===== config.mk =====
export PLATFORM = sky130hd
export DESIGN_NAME = acc_reduce_flat
export DESIGN_NICKNAME = d
export VERILOG_FILES = /design/src/rtl/acc_reduce_if.sv /design/src/rtl/acc_reduce.sv /design/src/flat_wrapper.sv
export SDC_FILE = /design/constraint.sdc
export NUM_CORES = 1
export LEC_CHECK = 0
export ABC_AREA = 1
export BUFFER_PORTS_ARGS = -buffer_cell sky130_fd_sc_hd__buf_2
export CAP_MARGIN = 20
export CORE_UTILIZATION = 50
export CTS_BUF_LIST = sky130_fd_sc_hd__clkbuf_8 sky130_fd_sc_hd__clkbuf_16
export CTS_CLUSTER_DIAMETER = 40
export CTS_CLUSTER_SIZE = 20
export DETAILED_ROUTE_END_ITERATION = 8
export PLACE_DENSITY = 0.72
export SLEW_MARGIN = 30
export SYNTH_ARGS = -nofsm -noshare
export SYNTH_HDL_FRONTEND = slang
export SYNTH_SLANG_ARGS = --single-unit
export TNS_END_PERCENT = 30

===== constraint.sdc =====
create_clock -name clock_in -period 4.05 [get_ports clock_in]
set_input_delay 0.6075 -clock clock_in [delete_from_list [all_inputs] [get_ports clock_in]]
set_output_delay 0.6075 -clock clock_in [all_outputs]
set_load 0.01 [all_outputs]

===== src/rtl/acc_reduce_if.sv =====
// Handshake and result bundle for acc_reduce: element stream in, reduction result out.
interface acc_reduce_if #(
    parameter int ACC_WIDTH = 16
);
    logic                 in_valid;
    logic                 in_ready;
    logic [7:0]           in_data;
    logic                 in_last;
    logic                 out_valid;
    logic                 out_ready;
    logic [ACC_WIDTH-1:0] acc_out;
    logic [7:0]           result_out;
    logic                 overflow_out;
    logic [4:0]           count_out;

    // Producer/consumer side (drives elements, accepts results)
    modport master (
        output in_valid, in_data, in_last, out_ready,
        input  in_ready, out_valid, acc_out, result_out, overflow_out, count_out
    );

    // Reduction block side
    modport slave (
        input  in_valid, in_data, in_last, out_ready,
        output in_ready, out_valid, acc_out, result_out, overflow_out, count_out
    );
endinterface


===== src/rtl/acc_reduce.sv =====
// acc_reduce: saturating signed sum of up to VECTOR_LEN 8-bit elements per vector.
// IDLE -> ACCUM while elements arrive, HOLD presents the result until it is taken.
// All outputs come straight from flops; the 8-bit saturated view is precomputed
// from the next accumulator value so it is registered alongside acc_out.
module acc_reduce #(
    parameter int VECTOR_LEN = 4,
    parameter int ACC_WIDTH  = 16
) (
    input  logic         clock_in,
    input  logic         reset_in,
    input  logic         clear_in,
    acc_reduce_if.slave  bus
);
    typedef enum logic [1:0] {
        ST_IDLE  = 2'd0,
        ST_ACCUM = 2'd1,
        ST_HOLD  = 2'd2
    } state_t;

    localparam logic signed [ACC_WIDTH-1:0] ACC_MAX = {1'b0, {(ACC_WIDTH-1){1'b1}}};
    localparam logic signed [ACC_WIDTH-1:0] ACC_MIN = ~ACC_MAX;
    localparam logic signed [ACC_WIDTH-1:0] RES_MAX = ACC_WIDTH'(127);
    localparam logic signed [ACC_WIDTH-1:0] RES_MIN = ~RES_MAX;
    localparam logic [4:0]                  VLEN    = 5'(VECTOR_LEN);

    state_t                      state_r, state_s;
    logic signed [ACC_WIDTH-1:0] acc_r, acc_s;
    logic [4:0]                  count_r, count_s;
    logic                        ovf_r, ovf_s;
    logic [7:0]                  result_r, result_s;
    logic                        in_ready_r, out_valid_r;

    logic signed [ACC_WIDTH-1:0] acc_base_s;
    logic [4:0]                  count_base_s;
    logic                        ovf_base_s;
    logic signed [ACC_WIDTH:0]   sum_s;
    logic signed [ACC_WIDTH-1:0] sat_sum_s;
    logic                        sat_hit_s;

    // Clamp a full-width value to the signed 8-bit range
    function automatic logic [7:0] sat8(input logic signed [ACC_WIDTH-1:0] v);
        if (v > RES_MAX) begin
            return 8'h7F;
        end else if (v < RES_MIN) begin
            return 8'h80;
        end else begin
            return v[7:0];
        end
    endfunction

    // Saturating adder; a new vector starts from zero so IDLE needs no separate load path
    always_comb begin
        if (state_r == ST_IDLE) begin
            acc_base_s   = '0;
            count_base_s = 5'd0;
            ovf_base_s   = 1'b0;
        end else begin
            acc_base_s   = acc_r;
            count_base_s = count_r;
            ovf_base_s   = ovf_r;
        end
        sum_s = {acc_base_s[ACC_WIDTH-1], acc_base_s}
              + {{(ACC_WIDTH-7){bus.in_data[7]}}, bus.in_data};
        if (sum_s[ACC_WIDTH] != sum_s[ACC_WIDTH-1]) begin
            sat_sum_s = sum_s[ACC_WIDTH] ? ACC_MIN : ACC_MAX;
            sat_hit_s = 1'b1;
        end else begin
            sat_sum_s = sum_s[ACC_WIDTH-1:0];
            sat_hit_s = 1'b0;
        end
    end

    // Next-state and next-datapath values; clear_in outranks everything else
    always_comb begin
        state_s = state_r;
        acc_s   = acc_r;
        count_s = count_r;
        ovf_s   = ovf_r;
        if (clear_in) begin
            state_s = ST_IDLE;
            acc_s   = '0;
            count_s = 5'd0;
            ovf_s   = 1'b0;
        end else begin
            case (state_r)
                ST_IDLE, ST_ACCUM: begin
                    if (bus.in_valid) begin
                        acc_s   = sat_sum_s;
                        count_s = count_base_s + 5'd1;
                        ovf_s   = ovf_base_s | sat_hit_s;
                        if ((count_s == VLEN) || bus.in_last) begin
                            state_s = ST_HOLD;
                        end else begin
                            state_s = ST_ACCUM;
                        end
                    end else begin
                        state_s = state_r;
                    end
                end
                ST_HOLD: begin
                    if (bus.out_ready) begin
                        state_s = ST_IDLE;
                    end else begin
                        state_s = ST_HOLD;
                    end
                end
                default: begin
                    state_s = ST_IDLE;
                end
            endcase
        end
        result_s = sat8(acc_s);
    end

    // State and output registers; handshake flags are decoded from the next state
    always_ff @(posedge clock_in or posedge reset_in) begin
        if (reset_in) begin
            state_r     <= ST_IDLE;
            acc_r       <= '0;
            count_r     <= 5'd0;
            ovf_r       <= 1'b0;
            result_r    <= 8'd0;
            in_ready_r  <= 1'b1;
            out_valid_r <= 1'b0;
        end else begin
            state_r     <= state_s;
            acc_r       <= acc_s;
            count_r     <= count_s;
            ovf_r       <= ovf_s;
            result_r    <= result_s;
            in_ready_r  <= (state_s != ST_HOLD);
            out_valid_r <= (state_s == ST_HOLD);
        end
    end

    assign bus.in_ready     = in_ready_r;
    assign bus.out_valid    = out_valid_r;
    assign bus.acc_out      = acc_r;
    assign bus.result_out   = result_r;
    assign bus.overflow_out = ovf_r;
    assign bus.count_out    = count_r;
endmodule


===== src/flat_wrapper.sv =====
// flat-port wrapper written by rule: the top's interface ports become plain ports
module acc_reduce_flat 
#(
    parameter int VECTOR_LEN = 4,
    parameter int ACC_WIDTH  = 16
)
  (clock_in, reset_in, clear_in, bus_in_valid, bus_in_data, bus_in_last, bus_out_ready, bus_in_ready, bus_out_valid, bus_acc_out, bus_result_out, bus_overflow_out, bus_count_out);
  acc_reduce_if #(.ACC_WIDTH(ACC_WIDTH)) bus_i ();
  input  logic clock_in;
  input  logic reset_in;
  input  logic clear_in;
  input wire logic [$bits(bus_i.in_valid)-1:0] bus_in_valid;
  input wire logic [$bits(bus_i.in_data)-1:0] bus_in_data;
  input wire logic [$bits(bus_i.in_last)-1:0] bus_in_last;
  input wire logic [$bits(bus_i.out_ready)-1:0] bus_out_ready;
  output wire logic [$bits(bus_i.in_ready)-1:0] bus_in_ready;
  output wire logic [$bits(bus_i.out_valid)-1:0] bus_out_valid;
  output wire logic [$bits(bus_i.acc_out)-1:0] bus_acc_out;
  output wire logic [$bits(bus_i.result_out)-1:0] bus_result_out;
  output wire logic [$bits(bus_i.overflow_out)-1:0] bus_overflow_out;
  output wire logic [$bits(bus_i.count_out)-1:0] bus_count_out;
  assign bus_i.in_valid = bus_in_valid;
  assign bus_i.in_data = bus_in_data;
  assign bus_i.in_last = bus_in_last;
  assign bus_i.out_ready = bus_out_ready;
  assign bus_in_ready = bus_i.in_ready;
  assign bus_out_valid = bus_i.out_valid;
  assign bus_acc_out = bus_i.acc_out;
  assign bus_result_out = bus_i.result_out;
  assign bus_overflow_out = bus_i.overflow_out;
  assign bus_count_out = bus_i.count_out;
  acc_reduce #(.VECTOR_LEN(VECTOR_LEN), .ACC_WIDTH(ACC_WIDTH)) u_core (.clock_in(clock_in), .reset_in(reset_in), .clear_in(clear_in), .bus(bus_i));
endmodule

### After elaboration in Yosys (flattened, before gate mapping)

Cells that the tools add are included.
Widths: inputs -> output; s select.

| operators by class | value |
|---|---|
| bitwise gates (word level) | 1 |
| eq/ne operators | 6 |
| magnitude comparators | 2 |
| add/sub/neg operators | 2 |
| multiplexer cells | 22 |
| reduce and logical (&&, ||, !) cells | 6 |

Operators with widths:

| cell | number |
|---|---|
| $mux 16 | 6 |
| $mux 5 | 4 |
| $add 16x8->17 | 1 |
| $gt 16x8->1 const B | 1 |
| $lt 16x8->1 const B | 1 |
| $mux 8 | 2 |
| $mux 2 | 4 |
| $add 5x1->5 const B | 1 |
| $eq 5x3->1 const B | 1 |
| $mux 1 | 5 |
| $eq 2x2->1 const B | 2 |
| $pmux 2 s2 | 1 |
| $reduce_bool 2->1 | 2 |
| $eq 2x1->1 const B | 1 |
| $logic_not 2->1 | 1 |
| $ne 2x2->1 const B | 1 |
| $reduce_and 2->1 | 1 |
| $reduce_or 2->1 | 1 |
| $logic_or 1x1->1 | 1 |
| $ne 1x1->1 | 1 |
| $or 1x1->1 | 1 |

| storage, ports and cells | value |
|---|---|
| output and inout port bits | 32 |
| flip-flop bits (word level) | 34 |
| logic and storage cells | 46 |

### Longest topological paths before layout

Gate-level depths: netlist (run 1).

| logic depth | value |
|---|---|
| depth in word-level cells | 11 |
| depth in mapped cells | 24 |
| depth with buffers taken out | 22 |

### Least setup slack after synthesis (run 1)

Ideal clock, no wire load.

| timing | value |
|---|---|
| path type | register -> register |
| start point | register u_core.state_r[0] |
| end point | register u_core.result_r[0], in the netlist u_core.bus.result_out[0] |
| arrival time | 3094 ps |
| buffers on the path | 2 |
| setup slack | 833 ps |
| stages on the path, launching flop included | 23 |
| cells stage by stage | dfrtp_1 > nor2_1 > clkbuf_1 > buf_1 > nor2_1 > ha_1 > fa_1 > nand2_1 > nand2_1 > nand3_2 > nand2_2 > nand2_2 > nand2_1 > nand2_1 > nand2_2 > nand2_2 > nand3_1 > nand2_1 > nand2_2 > nor2_1 > nand2_1 > o21bai_4 > nand2_1 |

| between the ends | value |
|---|---|
| cells in the longest elaborated chain, start to end | 11 |
| elaborated cells between the ends (all ways) | 15 |
| those cells by class | 1 x add/sub; 2 x order compare; 2 x eq/ne; 8 x mux; 2 x reduce/logical |

Ends and longest elaborated chain:

| element | line | RTL |
|---|---|---|
| start, declared | acc_reduce.sv:26 | `state_t state_r, state_s;` |
| start signal, assigned | acc_reduce.sv:126 | `state_r <= state_s;` |
| $logic_not 2->1 | acc_reduce.sv:53, acc_reduce.sv:85 |  |
| $mux 16 | acc_reduce.sv:53 | `if (state_r == ST_IDLE) begin` |
| $add 16x8->17 | acc_reduce.sv:63 | `+ {{(ACC_WIDTH-7){bus.in_data[7]}}, bus.in_data};` |
| $mux 16 or $ne 1x1->1 (tied branches) | acc_reduce.sv:65, acc_reduce.sv:64 |  |
| $mux 16 | acc_reduce.sv:64 | `if (sum_s[ACC_WIDTH] != sum_s[ACC_WIDTH-1]) begin` |
| $mux 16 | acc_reduce.sv:87 | `if (bus.in_valid) begin` |
| $mux 16 * | acc_reduce.sv:85 | `case (state_r)` |
| $mux 16 * | acc_reduce.sv:79 | `if (clear_in) begin` |
| named net u_core.acc_s[8] | acc_reduce.sv:27 | `logic signed [ACC_WIDTH-1:0] acc_r, acc_s;` |
| $lt 16x8->1 | acc_reduce.sv:44 | `end else if (v < RES_MIN) begin` |
| $mux 8 | acc_reduce.sv:44 |  |
| $mux 8 * | acc_reduce.sv:42 | `if (v > RES_MAX) begin` |
| named net u_core.result_s[0] | acc_reduce.sv:30 | `logic [7:0] result_r, result_s;` |
| end signal, assigned | acc_reduce.sv:130 | `result_r <= result_s;` |
| end, declared | acc_reduce.sv:30 |  |

The timed path passes the listed nets; every way through them passes the cells marked *.
A chain may end at the register's enable or synchronous reset.

### Worst setup path after layout (run 1)

| timing | value |
|---|---|
| start point | register u_core.state_r[0] |
| end point | register u_core.result_r[1], in the netlist u_core.bus.result_out[1] |

Same word-level chain as after synthesis.

==> results.rst, run 1 <==
.. list-table::
   :header-rows: 1

   * - Metric
     - Value
   * - Proportion of synthesized chip area in sequential cells
     - 0.324
   * - Post-CTS Setup Bufs
     - 0
   * - Clock root buffer
     - clkbuf_8
   * - Seq cells post-synth
     - 34
   * - Launching element type of the critical path
     - register
   * - R2R depth
     - 19
   * - Maximum cell stage delay along the critical path
     - 0.39 ns
   * - Min-delay worst type
     - input port to async pin
   * - Post-route clock period utilization
     - 0.777
   * - Clock buffer count from CTS
     - 5
   * - Die area
     - 5550 sq um
   * - Wire length of the first global-routing pass
     - 10100 um
   * - Syn_nets
     - 411
   * - Data required time at the worst endpoint
     - 4.23 ns
   * - RSZ-0062 raised after global routing
     - false
   * - Number of DRC markers after the initial detailed-route iteration
     - 90
   * - Mux share of post-synthesis cell area
     - 0
   * - RD Place Congestion
     - 0.886
   * - Area added between synthesis and finish
     - 17.3%
   * - Cell area after synthesis
     - 2630 sq um
   * - Async set or reset register ratio after synthesis
     - 1.00
   * - Simple-gate share of the synthesized area
     - 0.366
   * - TritonCTS clock tree
     - built
   * - Final worst slack
     - 0.904 ns
   * - Total power
     - 1.12 mW
   * - Antenna Nets Post-Route
     - 0
   * - Input/output buffers
     - 45
   * - Fin. Hold Viols
     - 0
   * - Total core area
     - 5070 sq um
   * - Number of buffers between clock root and the deepest sink
     - 2
   * - Residual overflow from global routing
     - 0
   * - Total Nets Final
     - 462
   * - CP Data Arrival Time
     - 3.32 ns
   * - Detailed-route wire length per cell
     - 12.4 um
   * - Highest ir drop seen on vdd
     - 283 uV
   * - Vias in the first global route
     - 2291
   * - Final clock skew
     - 0.00603 ns
   * - Initial core utilization
     - 0.518
   * - Most frequent cells in the layout
     - nand2_1 (109), inv_1 (56), buf_2 (45)
   * - Xor and xnor area share after synthesis
     - 0.0167
   * - Floorplan die height
     - 74.5 um
   * - Post-Synth Adder-Cell Area
     - 0.0885
   * - Run status
     - finished clean
   * - Average footprint of a synthesized cell
     - 6.94 sq um
   * - Worst-skew pair later-pin latency
     - 0.29 ns
   * - CP most frequent cell
     - nand2_1
   * - Clock transition at the register clock pins on the worst setup and hold paths after CTS
     - 0.08 ns
   * - Estimated wirelength of the detail-placed design
     - 4870 um
   * - Critical Path Slowest Stage Cell
     - dfrtp_1
   * - Routed WL
     - 6210 um
   * - Count of antenna diodes in the layout
     - 0
   * - Number of optimization iterations in the first detailed-route pass
     - 4
   * - Per-cell via count in the routed design
     - 4.96
   * - DRC violations left
     - 0
   * - Kind of end point of the critical path
     - register
   * - Routed via count
     - 2486
   * - Worst setup slack after placement
     - 0.947 ns
   * - Count of flip-flops with a built-in enable after synthesis
     - 0
   * - Top-level I/O count
     - 46
   * - Complex-gate fraction of the synthesized area
     - 0.114
   * - Leading register cell type out of synthesis
     - dfrtp_1
   * - Count of instances resized after the clock tree is built
     - 0
   * - Combined global-route utilization of all metal layers
     - 0.243
   * - Die width
     - 74.5 um
   * - Pin count of the biggest net entering global routing
     - 35
   * - Number of clock sinks seen by CTS
     - 34
   * - Cell count after synthesis
     - 379
   * - Cell-by-cell trace of the critical path
     - nor2_1, buf_4, nor2_1, ha_1, fa_1, nand2_1, nand2_1, nand3_2, nand2_2, nand2_2, nand2_1, nand2_1, nand2_2, nand2_2, nand2_1, o21ai_0, o21ai_0, nand2_1, nand2_1
   * - Number of unique standard cell types used by synthesis
     - 35
   * - CP max FO
     - 22
   * - Final-layout worst hold slack
     - 0.406 ns
   * - Final standard cell utilization of the core
     - 0.607
   * - Number of cell rows
     - 26
   * - Total negative setup slack
     - 0 ns
   * - WS Path Type
     - register to register
   * - Relative slew slack
     - 0.630
   * - Number of levels the H-tree was split into
     - 2
   * - Actual slew at the worst max-slew pin
     - 0.554 ns
   * - Total power density per cell area
     - 364 nW/um^2
   * - Synthesis Warnings
     - 0
   * - Static Leak
     - 1.65 nW
   * - Max-slew violations
     - 0
   * - Max Cap Viol
     - 0
   * - Most common cell after layout, fill and taps aside
     - nand2_1
   * - Maximum clock frequency
     - 318 MHz
   * - Hold buffer count at cts
     - 0
   * - Final critical delay including setup and external delays
     - 3.15 ns
   * - Largest family of logic cells by synthesized area
     - simple AND/OR/NAND/NOR gates
   * - Layout cells sized above 1
     - 0.239
   * - Final Setup Violations
     - 0
   * - Antenna violations before repair
     - 0
worst max-delay path, delay by kind of cell (launching register included):
family	cells	cell delay, ns
compound gates	2	0.40
fa+ha+maj	2	0.59
buf+inv	1	0.26
simple gates	14	1.38
flops	1	0.39
stage by stage:
stage | std cells | cell area, sq um
final | 501 | 3080
after global routing | 501 | 3080
after CTS | 501 | 3080
after detailed placement | 493 | 2950
after global placement | 493 | 2950
after floorplan | 379 | 2630
final cells by class:
type / count / area [sq um]
tap: 70 / 87.6
multi-input combinational: 282 / 1540
inverter: 60 / 225
clock inverter: 3 / 68.8
sequential: 34 / 852
timing repair buffer: 47 / 240
fill: 511 / 1990
clock buffer: 5 / 68.8
flip-flops by register name (all words and copies together), names as in the netlist:
| signal | count |
|---|---|
| u_core.bus.in_ready | 1 |
| u_core.bus.count_out | 5 |
| u_core.bus.acc_out | 16 |
| u_core.bus.overflow_out | 1 |
| u_core.state_r | 2 |
| u_core.bus.out_valid | 1 |
| u_core.bus.result_out | 8 |
cell usage after synthesis (5+ instances only):
library cell	n	area, sq um
inv_1	56	210
nand2_1	109	409
a21oi_2	6	52.6
o21ai_0	6	30.0
or2_2	5	31.3
ha_1	17	213
nand3_1	19	95.1
o22ai_1	10	62.6
a21oi_1	16	80.1
nand2_2	23	144
dfrtp_1	33	826
nor2_1	41	154
metal layers:
metal / track usage / part of all wire / vias to the layer above
li1: - / - / 1296
met1: 0.326 / 0.47 / 1132
met2: 0.400 / 0.47 / 48
met3: 0.0488 / 0.040 / 10
met4: 0.0629 / 0.020 / 0
met5: 0 / 0 / -
final timing paths:
| kind | start | to | slack, ns |
|---|---|---|---|
| worst max-delay path | u_core.state_r[0] | u_core.bus.result_out[1] | 0.90 |
| worst min-delay path | reset_in | u_core.bus.result_out[5] | 0.41 |
| worst max register to register | u_core.state_r[0] | u_core.bus.result_out[1] | 0.90 |
| worst min register to register | u_core.bus.overflow_out | u_core.bus.overflow_out | 0.53 |
| max in group asynchronous | reset_in | u_core.bus.in_ready | 3.30 |
| min in group clock_in | bus_in_valid | u_core.state_r[0] | 0.52 |
where the power goes:
group          internal (mW)  switching (mW)
Combinational          0.122           0.220
Clock                  0.247           0.134
Sequential             0.382          0.0183
Total                  0.751           0.372
kinds of logic (layout without fill, tap and decap cells):
group / count (synthesis) / count (layout)
buf+inv: 63 / 115
xor+xnor: 5 / 5
flops: 34 / 34
fa+ha+maj: 18 / 18
compound gates: 45 / 45
simple gates: 214 / 214
Note: power is estimated with default switching activity, not from simulation.
==> run 2, diff against run 1 <==
clock period = 3.2 ns   (was 4.05 ns; I/O delays follow)
==> results.rst, run 2 (same netlist as run 1, synthesis figures left out) <==
.. list-table::
   :header-rows: 1

   * - Metric
     - Value
   * - Count of non-filler cells in the finished layout
     - 512
   * - Estimated wirelength of the detail-placed design
     - 5080 um
   * - Total core area
     - 5070 sq um
   * - Number of buffer and inverter instances along the worst setup path
     - 2
   * - Actual slew at the worst max-slew pin
     - 0.781 ns
   * - Antenna violations before repair
     - 0
   * - Kind of end point of the critical path
     - register
   * - Routed metal-1 wirelength
     - 3200 um
   * - Count of antenna diodes in the layout
     - 0
   * - Area added between synthesis and finish
     - 26.0%
   * - Top-level I/O count
     - 46
   * - R2R depth
     - 18
   * - Min-delay worst type
     - input port to async pin
   * - Combined global-route utilization of all metal layers
     - 0.249
   * - Endpoint of the most critical register-to-register path
     - u_core.bus.result_out[6]
   * - Antenna Nets Post-Route
     - 0
   * - Total power density per cell area
     - 396 nW/um^2
   * - Portion of total power attributed to sequential cells
     - 0.389
   * - Wire length on met2
     - 3440 um
   * - Data required time at the worst endpoint
     - 3.43 ns
   * - TritonCTS clock tree
     - built
   * - Max-slew violations
     - 0
   * - Input/output buffers
     - 45
   * - CP max FO
     - 8
   * - Final Setup Violations
     - 0
   * - WS Path Type
     - register to register
   * - Initial core utilization
     - 0.518
   * - Routed WL
     - 7100 um
   * - Maximum clock frequency
     - 324 MHz
   * - Number of optimization iterations in the first detailed-route pass
     - 4
   * - Hold buffer count at cts
     - 0
   * - Die area
     - 5550 sq um
   * - Clock power share
     - 0.224
   * - Pin count of the biggest net entering global routing
     - 23
   * - Clock root buffer
     - clkbuf_8
   * - DRC violations left
     - 0
   * - Internal Power
     - 0.822 mW
   * - Number of DRC markers after the initial detailed-route iteration
     - 131
   * - RD Place Congestion
     - 0.872
   * - Switching power summed over all nets
     - 0.489 mW
   * - Total negative setup slack
     - 0 ns
   * - Launching element type of the critical path
     - register
   * - Static Leak
     - 1.71 nW
   * - Highest ir drop seen on vdd
     - 311 uV
   * - Residual overflow from global routing
     - 0
   * - Switching part of the total power
     - 0.373
   * - Clock buffer count from CTS
     - 5
   * - Fin. Hold Viols
     - 0
   * - Final clock skew
     - 0.00913 ns
   * - Worst setup slack after placement
     - 0.0937 ns
   * - Most common cell after layout, fill and taps aside
     - nand2_1
   * - Layout cells sized above 1
     - 0.319
   * - Wire length of the first global-routing pass
     - 10400 um
   * - Reg-to-Reg Start
     - u_core.state_r[1]
   * - Final critical delay including setup and external delays
     - 3.09 ns
   * - Final worst slack
     - 0.110 ns
   * - Vias in the first global route
     - 2252
   * - Relative slew slack
     - 0.476
   * - Maximum cell stage delay along the critical path
     - 0.41 ns
   * - Highest metal layer with signal wires
     - met4
   * - Floorplan die height
     - 74.5 um
   * - Die width
     - 74.5 um
   * - Post-route clock period utilization
     - 0.966
   * - Routed via count
     - 2647
   * - Total Nets Final
     - 474
   * - Critical Path Slowest Stage Cell
     - dfrtp_1
   * - Worst-skew pair later-pin latency
     - 0.29 ns
   * - CP delay by family, top
     - simple AND/OR/NAND/NOR gates
   * - Number of flip-flops in the largest register
     - 16
   * - Detailed-route wire length per cell
     - 13.9 um
   * - Run status
     - finished clean
   * - CP most frequent cell
     - nand2_1
   * - Number of cell rows
     - 26
   * - Number of levels the H-tree was split into
     - 2
   * - Per-cell via count in the routed design
     - 5.17
   * - Final-layout worst hold slack
     - 0.233 ns
   * - Worst-case register-to-register setup slack
     - 0.11 ns
   * - Most frequent cells in the layout
     - nand2_1 (96), inv_1 (57), buf_2 (45)
   * - Logic pwr share
     - 0.388
   * - Clock transition at the register clock pins on the worst setup and hold paths after CTS
     - 0.07 ns
   * - Number of buffers between clock root and the deepest sink
     - 2
   * - Number of clock sinks seen by CTS
     - 34
   * - Detailed route wirelength on metal3
     - 405 um
   * - Cell-by-cell trace of the critical path
     - nor2_4, clkbuf_16, nor2_1, ha_1, nand2_1, nand2_1, nand2_1, nand2_1, a21oi_2, buf_4, nand3_1, nand2_4, nand2_4, nand2_1, a21oi_1, o22ai_1, nand2_1, nand2_2
   * - CP Data Arrival Time
     - 3.32 ns
   * - Max Cap Viol
     - 0
   * - Placed cell count
     - 495
==> run 2: cell types whose count changed in the layout (fill, tap and decap cells not counted), moves of 3 or more <==
cell     change
ha_4         +6
nand3_2      +3
buf_4        +8
nand2_4      +6
nand2_2      +8
nand2_1     -13
ha_1         -8
nand3_1      -3
==> run 2: per-stage QoR <==
step,power [mW],utilization,area (sq um)
final,1.31,0.653,3310
after global routing,1.39,0.653,3310
after CTS,1.24,0.598,3040
after detailed placement,0.952,0.583,2960
after global placement,0.947,0.583,2960
after floorplan,0.812,-,2630
==> run 2: power by group through the flow <==
stage          Clock (mW)  Combinational (mW)  Sequential, mW
3_5_place_dp            0               0.437           0.516
2_1_floorplan           0               0.270           0.542
6_report            0.293               0.508           0.510
3_3_place_gp            0               0.430           0.517
5_1_grt             0.310               0.562           0.517
4_1_cts             0.293               0.439           0.510
==> run 2: final cells by class <==
| class | count | area [sq um] |
|---|---|---|
| fillers | 462 | 1760 |
| multi-input cells | 284 | 1730 |
| flip-flops and latches | 34 | 852 |
| repair buffers | 57 | 340 |
| inverters | 60 | 225 |
| well taps | 70 | 87.6 |
| clock buffers | 5 | 68.8 |
| clock inverters | 2 | 7.51 |
==> run 2: per-layer routing <==
layer | track usage | up-vias
li1 | - | 1327
met1 | 0.351 | 1244
met2 | 0.400 | 70
met3 | 0.0569 | 6
met4 | 0.0314 | 0
met5 | 0 | -
==> run 2: worst max path at each step <==
stage / cells after the start / startpoint / to
floorplan: 22 / u_core.state_r[0] / u_core.bus.result_out[0]
global placement: 18 / u_core.state_r[0] / u_core.bus.result_out[1]
detailed placement: 20 / u_core.state_r[0] / u_core.bus.result_out[6]
CTS: 18 / u_core.state_r[0] / u_core.bus.result_out[1]
global route: 22 / u_core.state_r[1] / u_core.bus.result_out[0]
finish: 18 / u_core.state_r[1] / u_core.bus.result_out[6]
==> run 2: worst register-to-register path: cells and delay by family (launching register included) <==
kind	cells	cell delay, ns
buf+inv	2	0.35
fa+ha+maj	1	0.35
compound gates	3	0.53
flops	1	0.41
simple gates	12	1.40
==> run 2: what timing repair did <==
item	in CTS	in global routing
setup buffers	0	7
resized for setup	0	39
setup endpoints to repair	0	14
endpoints found under the hold margin	0	0
